`config.mk`:
```
export PLATFORM = sky130hd
export DESIGN_NAME = arp_vlg_tx_ctl_flat
export DESIGN_NICKNAME = d
export VERILOG_FILES = /design/src/rtl/arp_vlg_tx_ctl_pkg.sv /design/src/rtl/arp_vlg_tx_ctl_if.sv /design/src/rtl/arp_vlg_reply_fifo.sv /design/src/rtl/arp_vlg_tx_ctl.sv /design/src/flat_wrapper.sv
export SDC_FILE = /design/constraint.sdc
export NUM_CORES = 1
export LEC_CHECK = 0
export CAP_MARGIN = 20
export CORE_ASPECT_RATIO = 0.8
export CORE_UTILIZATION = 40
export CTS_CLUSTER_SIZE = 30
export DETAILED_ROUTE_END_ITERATION = 6
export PLACE_DENSITY = 0.77
export SYNTH_ARGS = -nofsm -noshare
export SYNTH_HDL_FRONTEND = slang
export SYNTH_SLANG_ARGS = --single-unit
```
`constraint.sdc`:
```
create_clock -name clk -period 13.4 [get_ports clk]
set_clock_uncertainty 0.15 [all_clocks]
set_input_delay 2.68 -clock clk [delete_from_list [all_inputs] [get_ports clk]]
set_output_delay 2.68 -clock clk [all_outputs]
set_load 0.02 [all_outputs]
```
`src/rtl/arp_vlg_tx_ctl_pkg.sv`:
```
// Shared ARP types, constants and header builders for the transmit scheduler.
// Device and header layouts match the ones the rest of the ARP block uses.
package arp_vlg_tx_ctl_pkg;

  typedef struct packed {
    logic [47:0] mac_addr;
    logic [31:0] ipv4_addr;
  } dev_t;

  typedef struct packed {
    logic [15:0] oper;
    logic [15:0] proto;
    logic [47:0] src_mac;
    logic [31:0] src_ipv4_addr;
    logic [47:0] dst_mac;
    logic [31:0] dst_ipv4_addr;
  } arp_hdr_t;

  typedef struct packed {
    logic [47:0] mac_addr;
    logic [31:0] ipv4_addr;
  } arp_reply_entry_t;

  localparam logic [15:0] OPER_REQ       = 16'd1;
  localparam logic [15:0] OPER_REP       = 16'd2;
  localparam logic [15:0] ARP_PROTO_IPV4 = 16'h0800;
  localparam logic [47:0] BCAST_MAC      = 48'hFFFF_FFFF_FFFF;

  typedef enum logic [1:0] {
    ST_IDLE,
    ST_SEND,
    ST_WAIT,
    ST_GAP
  } tx_state_e;

  function automatic arp_hdr_t make_reply_hdr(dev_t dev, arp_reply_entry_t ent);
    arp_hdr_t h;
    h               = '0;
    h.oper          = OPER_REP;
    h.proto         = ARP_PROTO_IPV4;
    h.src_mac       = dev.mac_addr;
    h.src_ipv4_addr = dev.ipv4_addr;
    h.dst_mac       = ent.mac_addr;
    h.dst_ipv4_addr = ent.ipv4_addr;
    return h;
  endfunction

  function automatic arp_hdr_t make_request_hdr(dev_t dev, logic [31:0] ipv4);
    arp_hdr_t h;
    h               = '0;
    h.oper          = OPER_REQ;
    h.proto         = ARP_PROTO_IPV4;
    h.src_mac       = dev.mac_addr;
    h.src_ipv4_addr = dev.ipv4_addr;
    h.dst_mac       = BCAST_MAC;
    h.dst_ipv4_addr = ipv4;
    return h;
  endfunction

endpackage

```
`src/rtl/arp_vlg_tx_ctl_if.sv`:
```
// Handshake between the ARP scheduler (master) and the ARP transmitter (slave).
interface arp_vlg_tx_ctl_if
  import arp_vlg_tx_ctl_pkg::*;
();
  logic     send;
  arp_hdr_t hdr;
  logic     done;
  logic     busy;

  modport master (output send, output hdr, input done, input busy);
  modport slave  (input send, input hdr, output done, output busy);
endinterface

```
`src/rtl/arp_vlg_reply_fifo.sv`:
```
// Show-ahead FIFO of pending ARP replies; rdata is valid whenever empty is low.
module arp_vlg_reply_fifo
  import arp_vlg_tx_ctl_pkg::*;
#(
  parameter int DEPTH = 4
) (
  input  logic             clk,
  input  logic             rst,
  input  logic             push,
  input  arp_reply_entry_t wdata,
  input  logic             pop,
  output arp_reply_entry_t rdata,
  output logic             full,
  output logic             empty
);
  localparam int AW = $clog2(DEPTH);

  arp_reply_entry_t mem [DEPTH];
  logic [AW:0]      wr_ptr;
  logic [AW:0]      rd_ptr;
  logic             push_ok;
  logic             pop_ok;

  assign empty   = (wr_ptr == rd_ptr);
  assign full    = (wr_ptr[AW] != rd_ptr[AW]) && (wr_ptr[AW-1:0] == rd_ptr[AW-1:0]);
  // A push into a full FIFO is still taken when a pop frees a slot the same cycle.
  assign push_ok = push && (!full || pop);
  assign pop_ok  = pop && !empty;
  assign rdata   = mem[rd_ptr[AW-1:0]];

  always_ff @(posedge clk) begin
    if (rst) begin
      wr_ptr <= '0;
      rd_ptr <= '0;
    end else begin
      if (push_ok) wr_ptr <= wr_ptr + 1'b1;
      if (pop_ok)  rd_ptr <= rd_ptr + 1'b1;
    end
  end

  always_ff @(posedge clk) begin
    if (push_ok) mem[wr_ptr[AW-1:0]] <= wdata;
  end

endmodule

```
`src/rtl/arp_vlg_tx_ctl.sv`:
```
// ARP transmit scheduler: queues replies for local-address requests and issues
// timed, retried ARP requests for the table; replies always go first.
//
// state | meaning
// IDLE  | choose next frame: queued reply, else pending request
// SEND  | one-cycle send strobe, hdr already loaded
// WAIT  | frame in flight, wait for done
// GAP   | wait for done and busy to drop before the next frame
module arp_vlg_tx_ctl
  import arp_vlg_tx_ctl_pkg::*;
#(
  parameter int VERBOSE     = 1,
  parameter     DUT_STRING  = "",
  parameter int FIFO_DEPTH  = 4,
  parameter int RETRY_TICKS = 1250000,
  parameter int RETRIES     = 3
) (
  input  logic                clk,
  input  logic                rst,
  input  dev_t                dev,
  input  logic                rx_val,
  input  arp_hdr_t            rx_hdr,
  input  logic                res_req,
  input  logic [31:0]         res_ipv4,
  input  logic                res_ok,
  arp_vlg_tx_ctl_if.master    tx,
  output logic                res_busy,
  output logic                res_fail,
  output logic                ovfl
);
  localparam int TW = $clog2(RETRY_TICKS + 1);
  localparam int RW = (RETRIES > 0) ? $clog2(RETRIES + 1) : 1;
  localparam logic [TW-1:0] TICK_LAST = TW'(RETRY_TICKS - 1);
  localparam logic [RW-1:0] RETRY_MAX = RW'(RETRIES);

  tx_state_e        state_q, state_d;
  arp_hdr_t         hdr_q, hdr_d;
  logic             frame_req_q, frame_req_d;
  logic             pop, take_req, timer_start;
  logic             push_req, fifo_full, fifo_empty;
  arp_reply_entry_t rx_entry, head;

  logic             pending;
  logic [31:0]      res_ip;
  logic [TW-1:0]    timer;
  logic             timer_run;
  logic [RW-1:0]    retry_cnt;

  // Message-only parameters and header fields the scheduler never looks at.
  logic unused_inputs;
  assign unused_inputs = (VERBOSE != 0) ^ ($bits(DUT_STRING) == 0) ^
                         (^rx_hdr.proto) ^ (^rx_hdr.dst_mac);

  assign push_req = rx_val && (rx_hdr.oper == OPER_REQ) &&
                    (rx_hdr.dst_ipv4_addr == dev.ipv4_addr);
  assign rx_entry = '{mac_addr: rx_hdr.src_mac, ipv4_addr: rx_hdr.src_ipv4_addr};

  arp_vlg_reply_fifo #(.DEPTH(FIFO_DEPTH)) u_fifo (
    .clk   (clk),
    .rst   (rst),
    .push  (push_req),
    .wdata (rx_entry),
    .pop   (pop),
    .rdata (head),
    .full  (fifo_full),
    .empty (fifo_empty)
  );

  assign tx.send = (state_q == ST_SEND);
  assign tx.hdr  = hdr_q;

  always_ff @(posedge clk) begin
    if (rst) begin
      state_q     <= ST_IDLE;
      hdr_q       <= '0;
      frame_req_q <= 1'b0;
    end else begin
      state_q     <= state_d;
      hdr_q       <= hdr_d;
      frame_req_q <= frame_req_d;
    end
  end

  always_comb begin
    state_d     = state_q;
    hdr_d       = hdr_q;
    frame_req_d = frame_req_q;
    pop         = 1'b0;
    take_req    = 1'b0;
    timer_start = 1'b0;
    unique case (state_q)
      ST_IDLE: begin
        if (!fifo_empty) begin
          pop         = 1'b1;
          hdr_d       = make_reply_hdr(dev, head);
          frame_req_d = 1'b0;
          state_d     = ST_SEND;
        end else if (pending) begin
          take_req    = 1'b1;
          hdr_d       = make_request_hdr(dev, res_ip);
          frame_req_d = 1'b1;
          state_d     = ST_SEND;
        end
      end
      ST_SEND: state_d = ST_WAIT;
      ST_WAIT: begin
        if (tx.done) begin
          timer_start = frame_req_q;
          state_d     = ST_GAP;
        end
      end
      ST_GAP: begin
        if (!tx.done && !tx.busy) state_d = ST_IDLE;
      end
      default: state_d = ST_IDLE;
    endcase
  end

  always_ff @(posedge clk) begin
    if (rst) ovfl <= 1'b0;
    else     ovfl <= push_req && fifo_full && !pop;
  end

  // Later assignments win: res_ok overrides timer expiry and a new frame start.
  always_ff @(posedge clk) begin
    if (rst) begin
      res_busy  <= 1'b0;
      res_fail  <= 1'b0;
      pending   <= 1'b0;
      res_ip    <= '0;
      timer     <= '0;
      timer_run <= 1'b0;
      retry_cnt <= '0;
    end else begin
      res_fail <= 1'b0;
      if (take_req) pending <= 1'b0;
      if (timer_run) begin
        timer <= timer + 1'b1;
        if (timer == TICK_LAST) begin
          timer_run <= 1'b0;
          if (retry_cnt < RETRY_MAX) begin
            retry_cnt <= retry_cnt + 1'b1;
            pending   <= 1'b1;
          end else begin
            res_fail <= 1'b1;
            res_busy <= 1'b0;
          end
        end
      end
      if (timer_start && res_busy) begin
        timer     <= '0;
        timer_run <= 1'b1;
      end
      if (res_req && !res_busy) begin
        res_ip    <= res_ipv4;
        res_busy  <= 1'b1;
        pending   <= 1'b1;
        retry_cnt <= '0;
        timer_run <= 1'b0;
      end
      if (res_ok && res_busy) begin
        res_busy  <= 1'b0;
        res_fail  <= 1'b0;
        pending   <= 1'b0;
        timer     <= '0;
        timer_run <= 1'b0;
      end
    end
  end

endmodule

```
`src/flat_wrapper.sv`:
```
// flat-port wrapper written by rule: the top's interface ports become plain ports
module arp_vlg_tx_ctl_flat import arp_vlg_tx_ctl_pkg::*;
#(
  parameter int VERBOSE     = 1,
  parameter     DUT_STRING  = "",
  parameter int FIFO_DEPTH  = 4,
  parameter int RETRY_TICKS = 1250000,
  parameter int RETRIES     = 3
)
  (clk, rst, dev, rx_val, rx_hdr, res_req, res_ipv4, res_ok, res_busy, res_fail, ovfl, tx_send, tx_hdr, tx_done, tx_busy);
  arp_vlg_tx_ctl_if tx_i ();
  input  logic clk;
  input  logic rst;
  input  dev_t dev;
  input  logic rx_val;
  input  arp_hdr_t rx_hdr;
  input  logic res_req;
  input  logic [31:0] res_ipv4;
  input  logic res_ok;
  output logic res_busy;
  output logic res_fail;
  output logic ovfl;
  output wire logic [$bits(tx_i.send)-1:0] tx_send;
  output wire logic [$bits(tx_i.hdr)-1:0] tx_hdr;
  input wire logic [$bits(tx_i.done)-1:0] tx_done;
  input wire logic [$bits(tx_i.busy)-1:0] tx_busy;
  assign tx_send = tx_i.send;
  assign tx_hdr = tx_i.hdr;
  assign tx_i.done = tx_done;
  assign tx_i.busy = tx_busy;
  arp_vlg_tx_ctl #(.VERBOSE(VERBOSE), .DUT_STRING(DUT_STRING), .FIFO_DEPTH(FIFO_DEPTH), .RETRY_TICKS(RETRY_TICKS), .RETRIES(RETRIES)) u_core (.clk(clk), .rst(rst), .dev(dev), .rx_val(rx_val), .rx_hdr(rx_hdr), .res_req(res_req), .res_ipv4(res_ipv4), .res_ok(res_ok), .tx(tx_i), .res_busy(res_busy), .res_fail(res_fail), .ovfl(ovfl));
endmodule
```
# Word-level counts from Yosys, hierarchy flattened
# Memory sizes are Yosys's and may differ from the RTL's. A register that Yosys moved wholly into a read port is not among the register bits.
# Index checks and enable logic that the tools add are counted.
op_classes:
  add_sub_neg: 4
  mul: 0
  n_div: 0
  magnitude_cmp: 1
  n_eq_ne: 14
  n_shift: 0
  muxes: 33
  bitwise_logic: 2
  reduce_logical: 30
op_table:
  columns: ["operator", "n"]
  rows:
  - ["$mux 192", 2]
  - ["$eq 32x32->1", 1]
  - ["$mux 1", 24]
  - ["$add 21x1->21 const B", 1]
  - ["$eq 21x21->1 const B", 1]
  - ["$eq 16x1->1 const B", 1]
  - ["$mux 2", 6]
  - ["$logic_and 1x1->1", 11]
  - ["$reduce_and 3->1", 3]
  - ["$pmux 2 s4", 1]
  - ["$add 3x1->3 const B", 2]
  - ["$logic_not 1->1", 6]
  - ["$ne 2x2->1 const B", 3]
  - ["$reduce_or 3->1", 2]
  - ["$eq 2x2->1 const B", 2]
  - ["$reduce_bool 2->1", 2]
  - ["$reduce_or 2->1", 2]
  - ["$reduce_or 4->1", 1]
  - ["$eq 3x3->1", 1]
  - ["$ne 3x3->1 const B", 1]
  - ["$add 2x1->2 const B", 1]
  - ["$eq 2x1->1 const B", 1]
  - ["$eq 2x2->1", 1]
  - ["$logic_not 2->1", 1]
  - ["6 further kinds", 7]
word_totals:
  regBits: 261
  latch_bits: 0
  ram_bits: 320
  romBits: 0
  inputBits: 311
  output_inout_bits: 196
  elab_cells: 103
  memories: 1
mem_list:
  columns: ["memory", "words", "word_bits", "read_ports", "rd_clocked_by_memory_dff", "wr", "line", "source"]
  rows:
  - ["u_core.u_fifo.mem", 4, 80, 1, 1, 1, "arp_vlg_reply_fifo.sv:18", "arp_reply_entry_t mem [DEPTH];"]

# Depth between registers and ports, before layout
depth:
  depth_word: 8
  depth_mapped: 9
  depth_no_buf: 7

# By module
# Synthesis repeated with hierarchy kept, for this count alone.
hier_totals:
  hier_cells: 1683
  hier_area_um2: 21451.8
modules_own_cells:
  columns: ["mod", "n_inst", "cells_each", "area_per_inst_um2", "seq_area_each_um2"]
  rows:
  - ["arp_vlg_reply_fifo", 1, 473, 12040.3, 9769.4]
  - ["arp_vlg_tx_ctl", 1, 1210, 9411.5, 4504.3]

# Least setup slack after synthesis
# No wires, ideal clock.
synth_timing:
  kind: "in2reg"
  from: "input port rx_hdr[177] in the netlist's numbering"
  to: "memory u_core.u_fifo.mem[0][0] in the netlist's numbering (enable)"
  setup_time_ns: 0.447
  arrival_ns: 5.557
  required_ns: 12.803
  path_slack_ns: 7.246
  path_stages: 6
  path_buffers: 1
  path_cell_list: "nor4_1 > nand4_1 > nor4b_2 > and4_1 > buf_4 > and2_1"
synth_between:
  elab_chain_cells: 6
synth_lines:
  columns: ["item", "line", "source"]
  rows:
  - ["start, declared", "flat_wrapper.sv:16", "input arp_hdr_t rx_hdr;"]
  - ["$eq 16x1->1", "arp_vlg_tx_ctl.sv:54", "assign push_req = rx_val && (rx_hdr.oper == OPER_REQ) &&"]
  - ["$logic_and 1x1->1 (2 in a row)", "arp_vlg_tx_ctl.sv:54", null]
  - ["$logic_and 1x1->1", "arp_vlg_reply_fifo.sv:27", "assign push_ok = push && (!full || pop);"]
  - ["$mux 1", "arp_vlg_reply_fifo.sv:42", "if (push_ok) mem[wr_ptr[AW-1:0]] <= wdata;"]
  - ["$mux 1 (not written as such)", "arp_vlg_reply_fifo.sv:42", null]
  - ["end, declared", "arp_vlg_reply_fifo.sv:18", null]
# No other way between the ends.

# Final worst setup path
layout_timing:
  from: "input port rx_hdr[188] in the netlist's numbering"
  to: "memory u_core.u_fifo.mem[1][29] in the netlist's numbering (enable)"
# Same word-level chain as after synthesis.

==> impl_metrics.csv <==
group,metric,value,unit
routing,wirelength,53000,um
layout,syn_to_final_growth,30.0,%
placement,globalplace.congestion,0.852,
power,vdd.ir_drop.worst,0.120,mV
timing,hold_violations,0,
setup_path,worstReg2RegEnd,"u_core.u_fifo.mem[1][29]$_DFFE_PP_",
clock_network,cts_sinks,553,
power,p_leak,0.00884,uW
routing,route.detailed.drc,0,
power,power.density,145,mW/mm^2
global_routing,antenna_found_initial,9,
layout,fillers,4192,
logic_synthesis,synthArstFlopShare,0,
global_routing,grt_max_degree,99,
routing,via_per_inst,5.02,
timing,finalCriticalPeriod,5.80,ns
setup_path,critPathMaxFanout,57,
global_routing,grt_overflow,0,
setup_path,cp-startpoint,"rx_hdr[188]",
routing,routedWlPerCell,19.9,um
die,initial_core_util,0.409,
logic_synthesis,synth-seq-cells,553,
routing,via_count,13400,
placement,portBuffers,413,
die,dieArea,0.0537,sq mm
clock_network,clk_pin_slew,0.06,ns
timing,tightest_slew,1.07,ns
placement,hpwlAfterDp,34100,um
setup_path,reg2reg_slack,9.71,ns
logic_synthesis,yosysUniqueCellTypes,46,
setup_path,cp.arrival,5.85,ns
layout,ff_latch_area,0.0143,sq mm
setup_path,cp.required,13.45,ns
worst_hold_path,hold_depth,2,
die,core,0.0516,sq mm
logic_synthesis,avgSynthCellArea,13.6,sq um
timing,slew_viol_final,0,
logic_synthesis,yosysWarnings,0,
die,die_w,259,um
layout,nNetsFinal,2259,
die,pin_count,507,
clock_network,cts_inserted_buffers,54,
layout,multi_input_area,0.00627,sq mm
timing,fmax,173,MHz
clock_network,cts.htree.levels,2,
logic_synthesis,synth_edf_count,320,
worst_hold_path,hold_start,"u_core.tx.hdr[119]$_SDFFE_PP0P_",
clock_network,holdBufCountCts,0,
worst_hold_path,holdPathEnd,"u_core.tx.hdr[119]$_SDFFE_PP0P_",
routing,drt-initial-drc-count,797,
timing,hold_slack,0.301,ns
routing,firstDrtPassIters,7,
timing,fin_crit_sh,0.433,
setup_path,critPathKind,"input pin to register",
setup_path,reg2reg_from,"u_core.state_q[0]$_SDFFE_PP0P_",
timing,rsz0062_at_grt,"false",
timing,slew_headroom,0.284,
clock_network,clk_latency,0.60,ns
timing,setup_viol,0,
setup_path,crit_path_start_kind,"input pin",
global_routing,grt_usage,0.194,
die,die_h,207,um
logic_synthesis,mappedNetlistArea,0.0211,sq mm
outcome,status,"finished clean",
clock_network,cts-root-buf,"clkbuf_16",
global_routing,grt_pass1_wl,80000,um
global_routing,grt_pass1_vias,13900,
routing,ant_nets,0,
job,maxCapViolations,0,
clock_network,cts_tree,"done",
logic_synthesis,synth-seq-area-share,0.677,
clock_network,post_cts_buffers,0,
die,rows,74,
worst_hold_path,holdCritPathClass,"register to register",
clock_network,post_cts_resized,0,
logic_synthesis,netlist_instances,1548,
timing,tns,0,ns
layout,layout-drive-gt1-share,0.112,
clock_network,clk_path_buf_depth,3,
setup_path,worstSetupEndpointType,"register",
setup_path,reg2reg_depth,7,
logic_synthesis,synth-main-ff-cell,"edfxtp_1",
-- routing by layer --
layer | GRT usage | routed length, um | part of all wire | vias up
met2 | 0.343 | 26600 | 0.50 | 421
met1 | 0.228 | 21300 | 0.40 | 6595
met3 | 0.0492 | 3550 | 0.067 | 87
met4 | 0.0665 | 1440 | 0.027 | 10
li1 | - | - | - | 6297
met5 | 0 | 67 | 0.0013 | -
-- state kept, by name, summed over array words and instances (netlist names), 2 cells and up, named ones only --
signal                cells
u_core.u_fifo.mem       320
u_core.tx.hdr           163
u_core.res_ip            32
u_core.timer             21
u_core.u_fifo.rd_ptr      3
u_core.u_fifo.wr_ptr      3
u_core.retry_cnt          2
u_core.state_q            2
-- final cells by class --
type	count	area share
inverter	6	0.000912
sequential	553	0.521
multi-input combinational	896	0.228
tap	684	0.0312
antenna	4	0.000365
clock inverter	26	0.0107
clock buffer	75	0.0532
timing repair buffer	426	0.154
-- where the power goes --
| group | leakage, uW | internal, uW | switching, uW |
|---|---|---|---|
| combinational | 0.00321 | 255 | 308 |
| clock | 0.000853 | 862 | 628 |
| sequential | 0.00478 | 1870 | 46.7 |
| total | 0.00884 | 2990 | 982 |
-- cell families after synthesis --
| group | after synthesis | synth area share |
|---|---|---|
| muxes | 116 | 0.103 |
| xor gates and xnor gates | 60 | 0.0249 |
| buffers and inverters | 127 | 0.0334 |
| adders and majority gates | 11 | 0.00652 |
| AOI/OAI and AO/OA | 158 | 0.0501 |
| DFF | 553 | 0.677 |
| other | 1 | 0.000178 |
| and+or+nand+nor | 522 | 0.106 |
-- worst max-delay path: stages --
cell and delay, ns:
clkdlybuf4s50_1 0.43, nor4b_2 0.37, nand4_1 0.15, nor4b_2 0.41
and4_1 0.43, and2_4 0.47, buf_4 0.81
-- metrics by stage --
| stage | util | power, uW | cells | area, sq um | setup WS (ns) |
|---|---|---|---|---|---|
| 2_1_floorplan | - | 2240 | 1576 | 21200 | 7.25 |
| 3_3_place_gp | 0.498 | 2500 | 2565 | 25700 | 7.12 |
| 3_5_place_dp | 0.498 | 2520 | 2565 | 25700 | 7.01 |
| 4_1_cts | 0.532 | 4020 | 2666 | 27400 | 7.64 |
| 5_1_grt | 0.532 | 4110 | 2667 | 27400 | 7.46 |
| 6_report | 0.532 | 3970 | 2670 | 27400 | 7.60 |
-- synthesized netlist by cell type (6+ instances only) --
| master | n | area, sq um |
|---|---|---|
| dfxtp_1 | 233 | 4660 |
| nor3_1 | 51 | 255 |
| nand4_1 | 20 | 125 |
| a21oi_1 | 116 | 581 |
| mux4_2 | 80 | 1800 |
| and2_1 | 6 | 37.5 |
| buf_2 | 25 | 125 |
| xnor2_1 | 44 | 385 |
| nand2_1 | 240 | 901 |
| ha_1 | 11 | 138 |
| clkbuf_1 | 46 | 173 |
| inv_1 | 6 | 22.5 |
| a211oi_2 | 32 | 400 |
| xor2_1 | 16 | 140 |
| nand3_1 | 7 | 35.0 |
| edfxtp_1 | 320 | 9610 |
| nor2_1 | 171 | 642 |
| buf_4 | 44 | 330 |
| mux2i_1 | 36 | 360 |
-- placed cells by master (no fill, tap or decap), types with 5 or more instances in the layout --
cell type,Yosys,layout
clkdlybuf4s50_1,0,412
dfxtp_1,233,231
ha_1,11,11
clkbuf_16,0,54
nor3_1,51,51
xor2_1,16,16
mux4_2,80,80
inv_1,6,5
mux2i_1,36,36
nand4_1,20,20
conb_1,1,29
buf_4,44,13
clkinv_2,0,7
bufinv_16,0,5
clkbuf_1,46,18
nor2_1,171,171
a21oi_1,116,116
clkinv_1,0,9
nand2_1,240,239
a211oi_2,32,32
edfxtp_1,320,320
xnor2_1,44,44
nand3_1,7,6
-- worst max-delay path by stage --
| stage | end | slack, ns | cells after the start |
|---|---|---|---|
| finish | u_core.u_fifo.mem[1][29]$_DFFE_PP_ | 7.60 | 7 |
| global route | u_core.u_fifo.mem[1][40]$_DFFE_PP_ | 7.46 | 7 |
| CTS | u_core.u_fifo.mem[1][40]$_DFFE_PP_ | 7.64 | 7 |
| detailed placement | u_core.u_fifo.mem[1][59]$_DFFE_PP_ | 7.01 | 7 |
| global placement | u_core.u_fifo.mem[2][50]$_DFFE_PP_ | 7.12 | 7 |
| floorplan | u_core.u_fifo.mem[0][0]$_DFFE_PP_ | 7.25 | 6 |
(Power assumes the default switching activity.)
